File: config.mk
export PLATFORM = sky130hd
export DESIGN_NAME = pending_req_collector
export DESIGN_NICKNAME = d
export VERILOG_FILES = /design/src/rtl/pending_req_collector.sv
export SDC_FILE = /design/constraint.sdc
export NUM_CORES = 1
export LEC_CHECK = 0
export ABC_AREA = 0
export ABC_CLOCK_PERIOD_IN_PS = 4050
export CORE_ASPECT_RATIO = 0.6
export CORE_MARGIN = 1
export CORE_UTILIZATION = 48
export DETAILED_ROUTE_END_ITERATION = 16
export PLACE_DENSITY = 0.88
export SLEW_MARGIN = 10
export SYNTH_ARGS = -nofsm -noshare
export SYNTH_HDL_FRONTEND = slang
export SYNTH_SLANG_ARGS = --single-unit
File: constraint.sdc
create_clock -name clk -period 4.05 [get_ports clk]
set_clock_uncertainty 0.2 [all_clocks]
set_input_delay 1.0125 -clock clk [delete_from_list [all_inputs] [get_ports clk]]
set_output_delay 1.0125 -clock clk [all_outputs]
set_load 0.02 [all_outputs]
File: src/rtl/pending_req_collector.sv
// Collects request pulses into pend_vec and offers a snapshot to the MSB decoder: req -> snap_valid in 2 cycles.
// The snapshot is held until snap_ready. PRC_TIMEOUT_EN adds a bounded wait for the returned index.
module pending_req_collector #(
  parameter int WIDTH = 8,
  parameter int IDX_W = 4,
  parameter int TMO   = 16
) (
  input  logic             clk,
  input  logic             rst,
  input  logic [WIDTH-1:0] req_set,
  output logic             snap_valid,
  input  logic             snap_ready,
  output logic [WIDTH-1:0] snap_vec,
  input  logic             clr_valid,
  input  logic [IDX_W-1:0] clr_idx,
  output logic [WIDTH-1:0] pend_vec,
  output logic [7:0]       drop_cnt,
  output logic             idx_err,
  output logic             tmo_pulse
);

  typedef enum logic [1:0] {
    IDLE     = 2'd0,
    OFFER    = 2'd1,
    WAIT_CLR = 2'd2
  } state_t;

  state_t           state;
  state_t           state_nxt;
  logic             load_snap;
  logic             idx_ok;
  logic             clr_fire;
  logic             tmo_expire;
  logic [WIDTH-1:0] clr_mask;
  logic [WIDTH-1:0] dup_hits;

  assign idx_ok   = int'(clr_idx) < WIDTH;
  assign clr_fire = (state == WAIT_CLR) && clr_valid && idx_ok;
  assign clr_mask = clr_fire ? (WIDTH'(1) << clr_idx) : '0;
  // A set landing on a bit being cleared is not a duplicate: the clear consumed the old request.
  assign dup_hits = req_set & pend_vec & ~clr_mask;

  assign snap_valid = (state == OFFER);

`ifdef PRC_TIMEOUT_EN
  localparam int CNT_W = (TMO > 2) ? $clog2(TMO) : 1;

  logic [CNT_W-1:0] tmo_cnt;

  assign tmo_expire = (state == WAIT_CLR) && !clr_valid && (tmo_cnt == CNT_W'(TMO - 1));
  assign tmo_pulse  = tmo_expire;

  always_ff @(posedge clk or posedge rst) begin
    if (rst) begin
      tmo_cnt <= '0;
    end else if ((state != WAIT_CLR) || clr_valid || tmo_expire) begin
      tmo_cnt <= '0;
    end else begin
      tmo_cnt <= tmo_cnt + CNT_W'(1);
    end
  end
`else
  assign tmo_expire = 1'b0;
  assign tmo_pulse  = 1'b0;
`endif

  always_comb begin
    state_nxt = state;
    load_snap = 1'b0;
    idx_err   = 1'b0;
    case (state)
      IDLE: begin
        if (|pend_vec) begin
          load_snap = 1'b1;
          state_nxt = OFFER;
        end
      end
      OFFER: begin
        if (snap_ready) begin
          state_nxt = WAIT_CLR;
        end
      end
      WAIT_CLR: begin
        if (clr_valid) begin
          idx_err   = !idx_ok;
          state_nxt = IDLE;
        end else if (tmo_expire) begin
          state_nxt = IDLE;
        end
      end
      default: state_nxt = IDLE;
    endcase
  end

  always_ff @(posedge clk or posedge rst) begin
    if (rst) begin
      state    <= IDLE;
      snap_vec <= '0;
      pend_vec <= '0;
      drop_cnt <= '0;
    end else begin
      state    <= state_nxt;
      pend_vec <= (pend_vec & ~clr_mask) | req_set;
      if (load_snap) begin
        snap_vec <= pend_vec;
      end
      if ((|dup_hits) && (drop_cnt != 8'hFF)) begin
        drop_cnt <= drop_cnt + 8'd1;
      end
    end
  end

endmodule
======== Word-level counts from Yosys, hierarchy flattened ========
Cells that the tools add are included.
word-level totals
  bits in registers ....................... 26
  output and inout bits ................... 27
cells by class
  add/subtract/negate cells ............... 1
  magnitude comparators ................... 1
  equal/unequal tests ..................... 6
  shift-type cells ........................ 1
  mux-type cells .......................... 9
  bitwise gates (word level) .............. 5
  reduce and logical (&&, ||, !) cells .... 8
operators with widths
  cell                 number
  $and 8x8->8          3
  $reduce_or 8->1      2
  $add 8x1->8 const B  1
  $mux 8               1
  $ne 8x8->1 const B   1
  $not 8->8            1
  $or 8x8->8           1
  $shl 1x4->8 const A  1
  $mux 2               3
  $pmux 2 s3           1
  $lt 4x4->1 const B   1
  $mux 1               4
  $ne 2x2->1 const B   2
  $logic_and 1x1->1    3
  $reduce_and 3->1     1
  $eq 2x1->1 const B   1
  $eq 2x2->1 const B   1
  $logic_not 2->1      1
  $ne 2x1->1 const B   1
  $logic_not 1->1      1

======== Logic depth before layout (Yosys ltp) ========
Gate-level depths: netlist (run 1).
  depth in word-level cells ............... 8
  gate-level depth with buffers ........... 6
  depth with buffers taken out ............ 6

======== Least setup slack after synthesis (run 1) ========
Ideal clock, no wire load.
  kind .................................... input to register
  from .................................... input port clr_idx[1]
  to ...................................... register drop_cnt[1]
  setup time .............................. 0.128 ns
  data arrival time ....................... 2.487 ns
  path slack .............................. 1.235 ns
  cell stages on the path ................. 5
  path buffers ............................ 0
  cell sequence ........................... nor4b_4 -> a41oi_1 -> a2111oi_4 -> nor2b_1 -> mux2_1
between the ends
  longest elaborated chain between the ends .. 7
  elaborated cells between the ends (all ways) .. 8
ends and longest elaborated chain
  element               line  source
  start, declared       15    input logic [IDX_W-1:0] clr_idx,
  $lt 4x4->1            37    assign idx_ok = int'(clr_idx) < WIDTH;
  $logic_and 1x1->1     38    assign clr_fire = (state == WAIT_CLR) && clr_valid && idx_ok;
  $mux 8 *              39    assign clr_mask = clr_fire ? (WIDTH'(1) << clr_idx) : '0;
  $not 8->8 *           41    assign dup_hits = req_set & pend_vec & ~clr_mask;
  $and 8x8->8 *         41
  $reduce_or 8->1 *     107   if ((|dup_hits) && (drop_cnt != 8'hFF)) begin
  $logic_and 1x1->1 *   107
  end signal, assigned  108   drop_cnt <= drop_cnt + 8'd1;
  end, declared         17    output logic [7:0] drop_cnt,
Every way passes the cells marked *; elsewhere a longest branch is shown, timed or not.
A chain may end at the register's enable or synchronous reset.

======== Worst setup path in the final report (run 1) ========
  from .................................... input port clr_idx[3]
  to ...................................... output port idx_err
between the ends
  longest elaborated chain between the ends .. 4
ends and longest elaborated chain
  element          line  source
  $lt 4x4->1       37
  $logic_not 1->1  85    idx_err = !idx_ok;
  $mux 1           84    if (clr_valid) begin
  $mux 1           71    case (state)
  end, declared    18    output logic idx_err,
Every way passes these cells.

==> reports/metrics.cfg, run 1 <==
[placement]
dpl.hpwl_um = 2370
place.gp.congestion = 0.818
portBuffers = 41
dp_slack_ns = 0.460
placed_cells = 187

[clock_network]
cts_resized = 0
clock_path_buffers = 2
clock_sinks = 26
insertion_delay_ns = 0.28
cts_buffers = 3
cts_hold_buf = 0
clk_pin_slew_ns = 0.08
cts_tree = done
cts_root_buf = clkbuf_8
htreeDepth = 1
postCtsSetupRepairBufs = 0

[logic_synthesis]
synth.distinct_cells = 33
ys_ff_latch = 26
syn_area_per_cell_um2 = 11.1
synthFlopType = dfrtp_1
synth_area_leader_cell = dfrtp_1
synth_async_sr_flop_share_pct = 100
yosys_warnings = 0
synth-edff-count = 0
synth_top_area_share_pct = 50.0
synthTopCellsByArea = dfrtp_1 (50%), mux2_2 (5.2%), nand3_1 (3.5%)
synth_area_mm2 = 0.00130
synthTopCellsByCount = dfrtp_1 (26), nand2_1 (11), nand3_1 (9)
synthCells = 117
synth_most_common_cell = dfrtp_1
ys_seq_area_share_pct = 50.0
syn_nets = 134

[global_route]
grt_antenna_before_repair = 0
grt_pass1_wl_um = 5410
grt-ovfl-total = 0
grt_pass1_vias = 1087
track_usage_pct = 24.2
grt_max_degree = 27

[sta]
slew_headroom_pct = 32.7
rsz0062_at_grt = false
finalSetupViolCount = 0
min_period_ns = 3.60
period_share_pct = 89.0
hold_violations = 0
final_max_slew_viol_count = 0
setup_tns_ns = 0
worst_pin_slew_ns = 1.01
layout_setup_ws_ns = 0.446
fmax_mhz = 277

[die]
die_h_um = 42.4
rows = 14
io_pins = 43
dieArea_mm2 = 0.00293
start_util_pct = 51.3
core_area_mm2 = 0.00254
die_w_um = 69.3

[worst_setup_path]
worstSetupPathType = input port to output port
end_kind = output port
max_stage_delay_ns = 0.61
cpMostUsedCell = clkdlybuf4s50_1
startpoint_type = input port
required_ns = 2.84
worstPathCellList = clkdlybuf4s50_1, and4b_1, clkdlybuf4s50_1
cp_slowest_cell = clkdlybuf4s50_1
crit_fanout = 3
crit_arrival_ns = 2.39

[power]
power_leakage_uw = 0.000665
ir_drop_v = 0.000296
power.density_mw_per_mm2 = 542

[detailed_routing]
ant_nets = 0
vias_per_cell = 5.80
detail_route.iter0.violations = 80
route.detailed.drc = 0
drtPass1Iterations = 4
vias = 1107
wirelength_um = 3230
post_drt_wl_per_cell_um = 16.9

[cells_and_area]
fin_util_pct = 70.6
fillCellCount = 173
fin_cells = 191
multi_input_area_um2 = 626
n_antenna_cell = 0
drive_above_1_share_pct = 8.18
final-seq-area_um2 = 651
finalNetCount = 177
area_growth_syn_to_layout_pct = 37.7

[min_path]
min_path_type = flop to flop

[status]
status = finished clean

[flow_run]
max_cap_violations = 0

flip-flops by register name, indices dropped and copies added, names as in the netlist:
| signal | count |
|---|---|
| state | 2 |
| drop_cnt | 8 |
| snap_vec | 8 |
| pend_vec | 8 |
critical path: cells and delay by family:
family,cells,cell delay [ns]
buffers and inverters,2,1.16
AND/OR/NAND/NOR,1,0.22
path summary, 6_finish.rpt:
check	startpoint	end	slack, ns	cells past startpoint
min in group asynchronous	rst	pend_vec[1]	1.06	2
max in group asynchronous	rst	drop_cnt[1]	1.97	2
min reg2reg	snap_vec[4]	snap_vec[4]	0.31	1
min	snap_vec[4]	snap_vec[4]	0.31	1
max	clr_idx[3]	idx_err	0.45	3
max reg2reg	state[0]	drop_cnt[1]	1.56	5
where the power goes:
part	switching, µW	leakage [µW]	internal [µW]
logic	211	0.000375	198
registers	70.6	0.000261	321
clock network	83.9	0.0000288	87.1
total	366	0.000665	605
layout make-up:
type                            instances  share of cell area, %
Timing Repair Buffer                   41                   22.9
Sequential cell                        26                   36.3
Inverter                                3                  0.628
Multi-Input combinational cell         85                   34.9
Clock buffer                            4                   3.07
Tap cell                               32                   2.23
per-layer routing:
metal / wire, µm / part of all wire, % / global-route usage, %
met5: 0 / 0 / 0
met4: 31 / 0.96 / 6.12
met3: 210 / 6.5 / 7.45
met2: 1470 / 45 / 37.3
met1: 1520 / 47 / 33.6
through the flow:
stage	power, µW	hold slack [ns]	cell area (µm²)
CTS	975	0.315	1790
global placement	786	0.287	1740
floorplan	623	0.321	1300
detailed placement	804	0.283	1740
finish	971	0.307	1790
global route	1030	0.330	1790
cell usage in the layout, fill, tap and decap left out, drive strengths merged:
cell type / n
clkdlybuf4s50: 41
dfrtp: 26
nand2: 11
nand3: 9
mux2: 8
a21o: 6
nor2: 5
nand3b: 5
xor2: 5
clkbuf: 4
a22o: 3
nand2b: 3
inv: 3
a22oi: 3
a41oi: 3
o21ai: 3
nor4b: 3
nor4: 2
and2: 2
nor2b: 2
nand4: 2
o2111ai: 1
and4bb: 1
a2111oi: 1
nor3: 1
mux2i: 1
and4b: 1
or3: 1
nor3b: 1
ha: 1
conb: 1
logic make-up (layout without fill, tap and decap cells):
family	after synthesis	in the layout	share of synthesized area, %
and+or+nand+nor	49	49	22.6
DFF	26	26	50.0
AOI/OAI and AO/OA	20	20	13.2
muxes	9	9	7.68
buffers and inverters	6	48	2.02
xor gates and xnor gates	5	5	3.36
adders and majority gates	1	1	0.960
other	1	1	0.288
Note: power is estimated with default switching activity, not from simulation.
==> run 2: changes to the inputs <==
ABC_CLOCK_PERIOD_IN_PS = 4300   (was 4050)
CORE_MARGIN = 4   (was 1)
clock period = 4.3 ns   (was 4.05 ns; I/O delays follow)
==> reports/metrics.cfg, run 2 (same netlist as run 1, synthesis figures left out) <==
[die]
dieArea_mm2 = 0.00364
core_area_mm2 = 0.00254
rows = 14
die_h_um = 48.4
die_w_um = 75.3
start_util_pct = 51.3
io_pins = 43

[power]
ir_drop_v = 0.000290
totalPowerFinal_uw = 886
p_seq_share_pct = 41.5
combPwrFrac_pct = 43.5
power.switching_uw = 335
p_int_uw = 551
clkPwrFrac_pct = 14.9
power_leakage_uw = 0.000658
power.density_mw_per_mm2 = 498
sw_frac_of_total_pct = 37.8

[worst_setup_path]
worstPathCellList = clkdlybuf4s50_1, and4b_1, clkdlybuf4s50_1
startpoint = clr_idx[3]
worstSetupPathType = input port to output port
reg2reg_slack_ns = 1.84
crit_arrival_ns = 2.44
startpoint_type = input port
crit_fanout = 3
required_ns = 3.02
crit_end = idx_err
worstReg2RegStart = state[0]
max_stage_delay_ns = 0.60
cp_slowest_cell = clkdlybuf4s50_1
ff2ff_path_depth = 5
r2r-end = drop_cnt[1]
cpMostUsedCell = clkdlybuf4s50_1
end_kind = output port

[sta]
fmax_mhz = 270
worst_pin_slew_ns = 0.975
period_share_pct = 86.3
min_period_ns = 3.71
rsz0062_at_grt = false
slew_headroom_pct = 34.9
finalSetupViolCount = 0
setup_tns_ns = 0
hold_violations = 0
final_max_slew_viol_count = 0

[clock_network]
cts_buffers = 3
insertion_delay_ns = 0.26
cts_resized = 0
postCtsSetupRepairBufs = 0
cts_hold_buf = 0
htreeDepth = 1
cts_tree = done
clock_sinks = 26
clock_path_buffers = 2
clk_pin_slew_ns = 0.08
cts_root_buf = clkbuf_8

[cells_and_area]
drive_above_1_share_pct = 7.59
finalNetCount = 177
n_antenna_cell = 0
reg_top3 = drop_cnt x8, pend_vec x8, snap_vec x8
layout_commonest_cell = clkdlybuf4s50_1
final_cell_mix = clkdlybuf4s50_1 (41), dfrtp_1 (26), nand2_1 (11), nand3_1 (9)
area_growth_syn_to_layout_pct = 36.6

[placement]
portBuffers = 41
dpl.hpwl_um = 2470
place.gp.congestion = 0.867

[global_route]
grt_max_degree = 27
grt-ovfl-total = 0
track_usage_pct = 19.6
grt_pass1_wl_um = 5520
grt_pass1_vias = 1118
grt_antenna_before_repair = 0

[detailed_routing]
vias = 1067
detail_route.iter0.violations = 93
vias_per_cell = 5.62
ant_nets = 0
wirelength_um = 3250
route.detailed.drc = 0
post_drt_wl_per_cell_um = 17.1
drtPass1Iterations = 4

[min_path]
min_path_type = flop to flop

[status]
status = finished clean

[flow_run]
max_cap_violations = 0

-- run 2: critical path, delay by kind of cell --
family,cells,cell delay [ns]
and+or+nand+nor,1,0.21
buffers and inverters,2,1.14
-- run 2: per-stage QoR --
step           utilization (%)  std cells  hold slack [ns]  worst slack, ns  instance area (µm²)
2_1_floorplan                -        117            0.321             1.42                 1300
3_3_place_gp              68.4        187            0.287            0.628                 1740
3_5_place_dp              68.4        187            0.295            0.585                 1740
4_1_cts                   70.0        190            0.314            0.589                 1780
5_1_grt                   70.0        190            0.324            0.556                 1780
6_report                  70.0        190            0.313            0.590                 1780
-- run 2: cell type report --
type	count	area, µm²
tap	32	40.0
sequential	26	651
fill	183	761
inverter	3	11.3
timing repair buffer	41	410
clock buffer	3	41.3
multi-input combinational	85	626
-- run 2: per-layer routing --
layer | routed length (µm) | up-vias | part of all wire (%) | track usage [%]
met1 | 1540 | 522 | 47 | 28.8
met5 | 0 | - | 0 | 0
met4 | 30 | 0 | 0.92 | 2.33
met2 | 1460 | 29 | 45 | 29.2
met3 | 220 | 4 | 6.8 | 6.20
li1 | - | 512 | - | -
-- run 2: how the worst min path moves through the flow --
stage / startpoint / to / slack [ns] / depth (start not counted)
after floorplan: state[1] / state[1] / 0.32 / 1
after global placement: snap_vec[7] / snap_vec[7] / 0.29 / 1
after detailed placement: snap_vec[7] / snap_vec[7] / 0.30 / 1
after CTS: snap_vec[2] / snap_vec[2] / 0.31 / 1
after global routing: snap_vec[2] / snap_vec[2] / 0.32 / 1
final: snap_vec[0] / snap_vec[0] / 0.31 / 1
-- run 2: power by group through the flow --
stage	sequential, µW	clock, µW	combinational (µW)
2_1_floorplan	415	0	171
3_3_place_gp	367	0	376
3_5_place_dp	370	0	386
4_1_cts	367	136	389
5_1_grt	378	148	419
6_report	368	132	386
==> run 3: changes to the inputs <==
CORE_MARGIN = 10   (was 4)
SKIP_LAST_GASP = 1   (was not set)
==> reports/metrics.cfg, run 3 (same netlist as run 1, synthesis figures left out) <==
[status]
status = finished clean

[placement]
dpl.hpwl_um = 2850
dp_slack_ns = 0.588
place.gp.congestion = 0.828
portBuffers = 41

[global_route]
grt_pass1_vias = 1131
grt_pass1_wl_um = 5850
grt_max_degree = 27
track_usage_pct = 14.3
grt-ovfl-total = 0
grt_antenna_before_repair = 0

[die]
rows = 14
start_util_pct = 51.3
die_h_um = 60.4
core_area_mm2 = 0.00254
io_pins = 43
die_w_um = 87.3
dieArea_mm2 = 0.00527

[worst_setup_path]
required_ns = 3.02
worstReg2RegStart = state[1]
reg2reg_slack_ns = 1.83
ff2ff_path_depth = 5
r2r-end = drop_cnt[1]
startpoint = clr_idx[3]
crit_fanout = 3
crit_arrival_ns = 2.44
startpoint_type = input port
worstSetupPathType = input port to output port
end_kind = output port

[cells_and_area]
fillCellCount = 177
fin_util_pct = 71.2
layout_commonest_cell = clkdlybuf4s50_1
finalNetCount = 177
final-seq-area_um2 = 651
final_cell_mix = clkdlybuf4s50_1 (41), dfrtp_1 (26), nand2_1 (11), nand3_1 (9)
multi_input_area_um2 = 626
area_growth_syn_to_layout_pct = 38.9
drive_above_1_share_pct = 8.18
n_antenna_cell = 0
reg_top3 = drop_cnt x8, pend_vec x8, snap_vec x8

[clock_network]
clock_path_buffers = 2
htreeDepth = 1
clock_sinks = 26
cts_root_buf = clkbuf_8
cts_hold_buf = 0
insertion_delay_ns = 0.27
clk_pin_slew_ns = 0.09
cts_buffers = 3
cts_tree = done
postCtsSetupRepairBufs = 0
cts_resized = 0

[detailed_routing]
route.detailed.drc = 0
vias = 1117
drtPass1Iterations = 4
vias_per_cell = 5.85
detail_route.iter0.violations = 77
wirelength_um = 3690
post_drt_wl_per_cell_um = 19.3
ant_nets = 0

[sta]
worst_pin_slew_ns = 0.989
final_max_slew_viol_count = 0
hold_violations = 0
rsz0062_at_grt = false
finalSetupViolCount = 0
slew_headroom_pct = 34.0
period_share_pct = 86.4
fmax_mhz = 269
setup_tns_ns = 0
layout_setup_ws_ns = 0.586
min_period_ns = 3.71

[min_path]
min_path_type = flop to flop
hp-start = snap_vec[4]
holdPathEnd = snap_vec[4]
hold_depth = 1

[flow_run]
max_cap_violations = 0

[power]
power_leakage_uw = 0.000672
ir_drop_v = 0.000284
power.density_mw_per_mm2 = 536

## run 3: changes by cell type in the layout (fill, tap and decap cells not counted)
cell / delta
bufinv_16: +1
## run 3: where the power goes
part           internal (µW)  switching (µW)  leakage [µW]  total (µW)
combinational            186             211      0.000375         397
sequential               302            66.1      0.000261         368
clock                    125            79.3     0.0000357         204
total                    613             356      0.000672         969
## run 3: per-layer routing
layer	track usage (%)	routed length, µm	vias up
li1	-	-	513
met1	17.4	1550	555
met2	23.2	1770	45
met3	6.02	351	4
met4	3.17	23	0
met5	0	0	-
## run 3: area by class of cell
cell class              count  area share, %
well taps                  32           2.21
inverters                   3          0.622
repair buffers             41           22.7
clock inverters             1           1.66
flip-flops and latches     26           36.0
multi-input cells          85           34.6
clock buffers               3           2.28
## run 3: worst max path at each step
stage                        endpoint  slack (ns)  depth (start not counted)
after floorplan           drop_cnt[1]        1.42                          5
after global placement        idx_err        0.62                          3
after detailed placement      idx_err        0.59                          3
after CTS                     idx_err        0.58                          3
after global routing          idx_err        0.57                          3
final                         idx_err        0.59                          3
## run 3: per-stage QoR
stage,hold slack (ns),total power (µW),cell area [µm²],instances
2_1_floorplan,0.321,587,1300,117
6_report,0.313,969,1810,191
5_1_grt,0.340,1020,1810,191
4_1_cts,0.318,972,1810,191
3_5_place_dp,0.292,763,1740,187
3_3_place_gp,0.286,747,1740,187
## run 3: critical path, stage by stage
cell and delay [ns]:
clkdlybuf4s50_1 0.54, and4b_1 0.21, clkdlybuf4s50_1 0.62
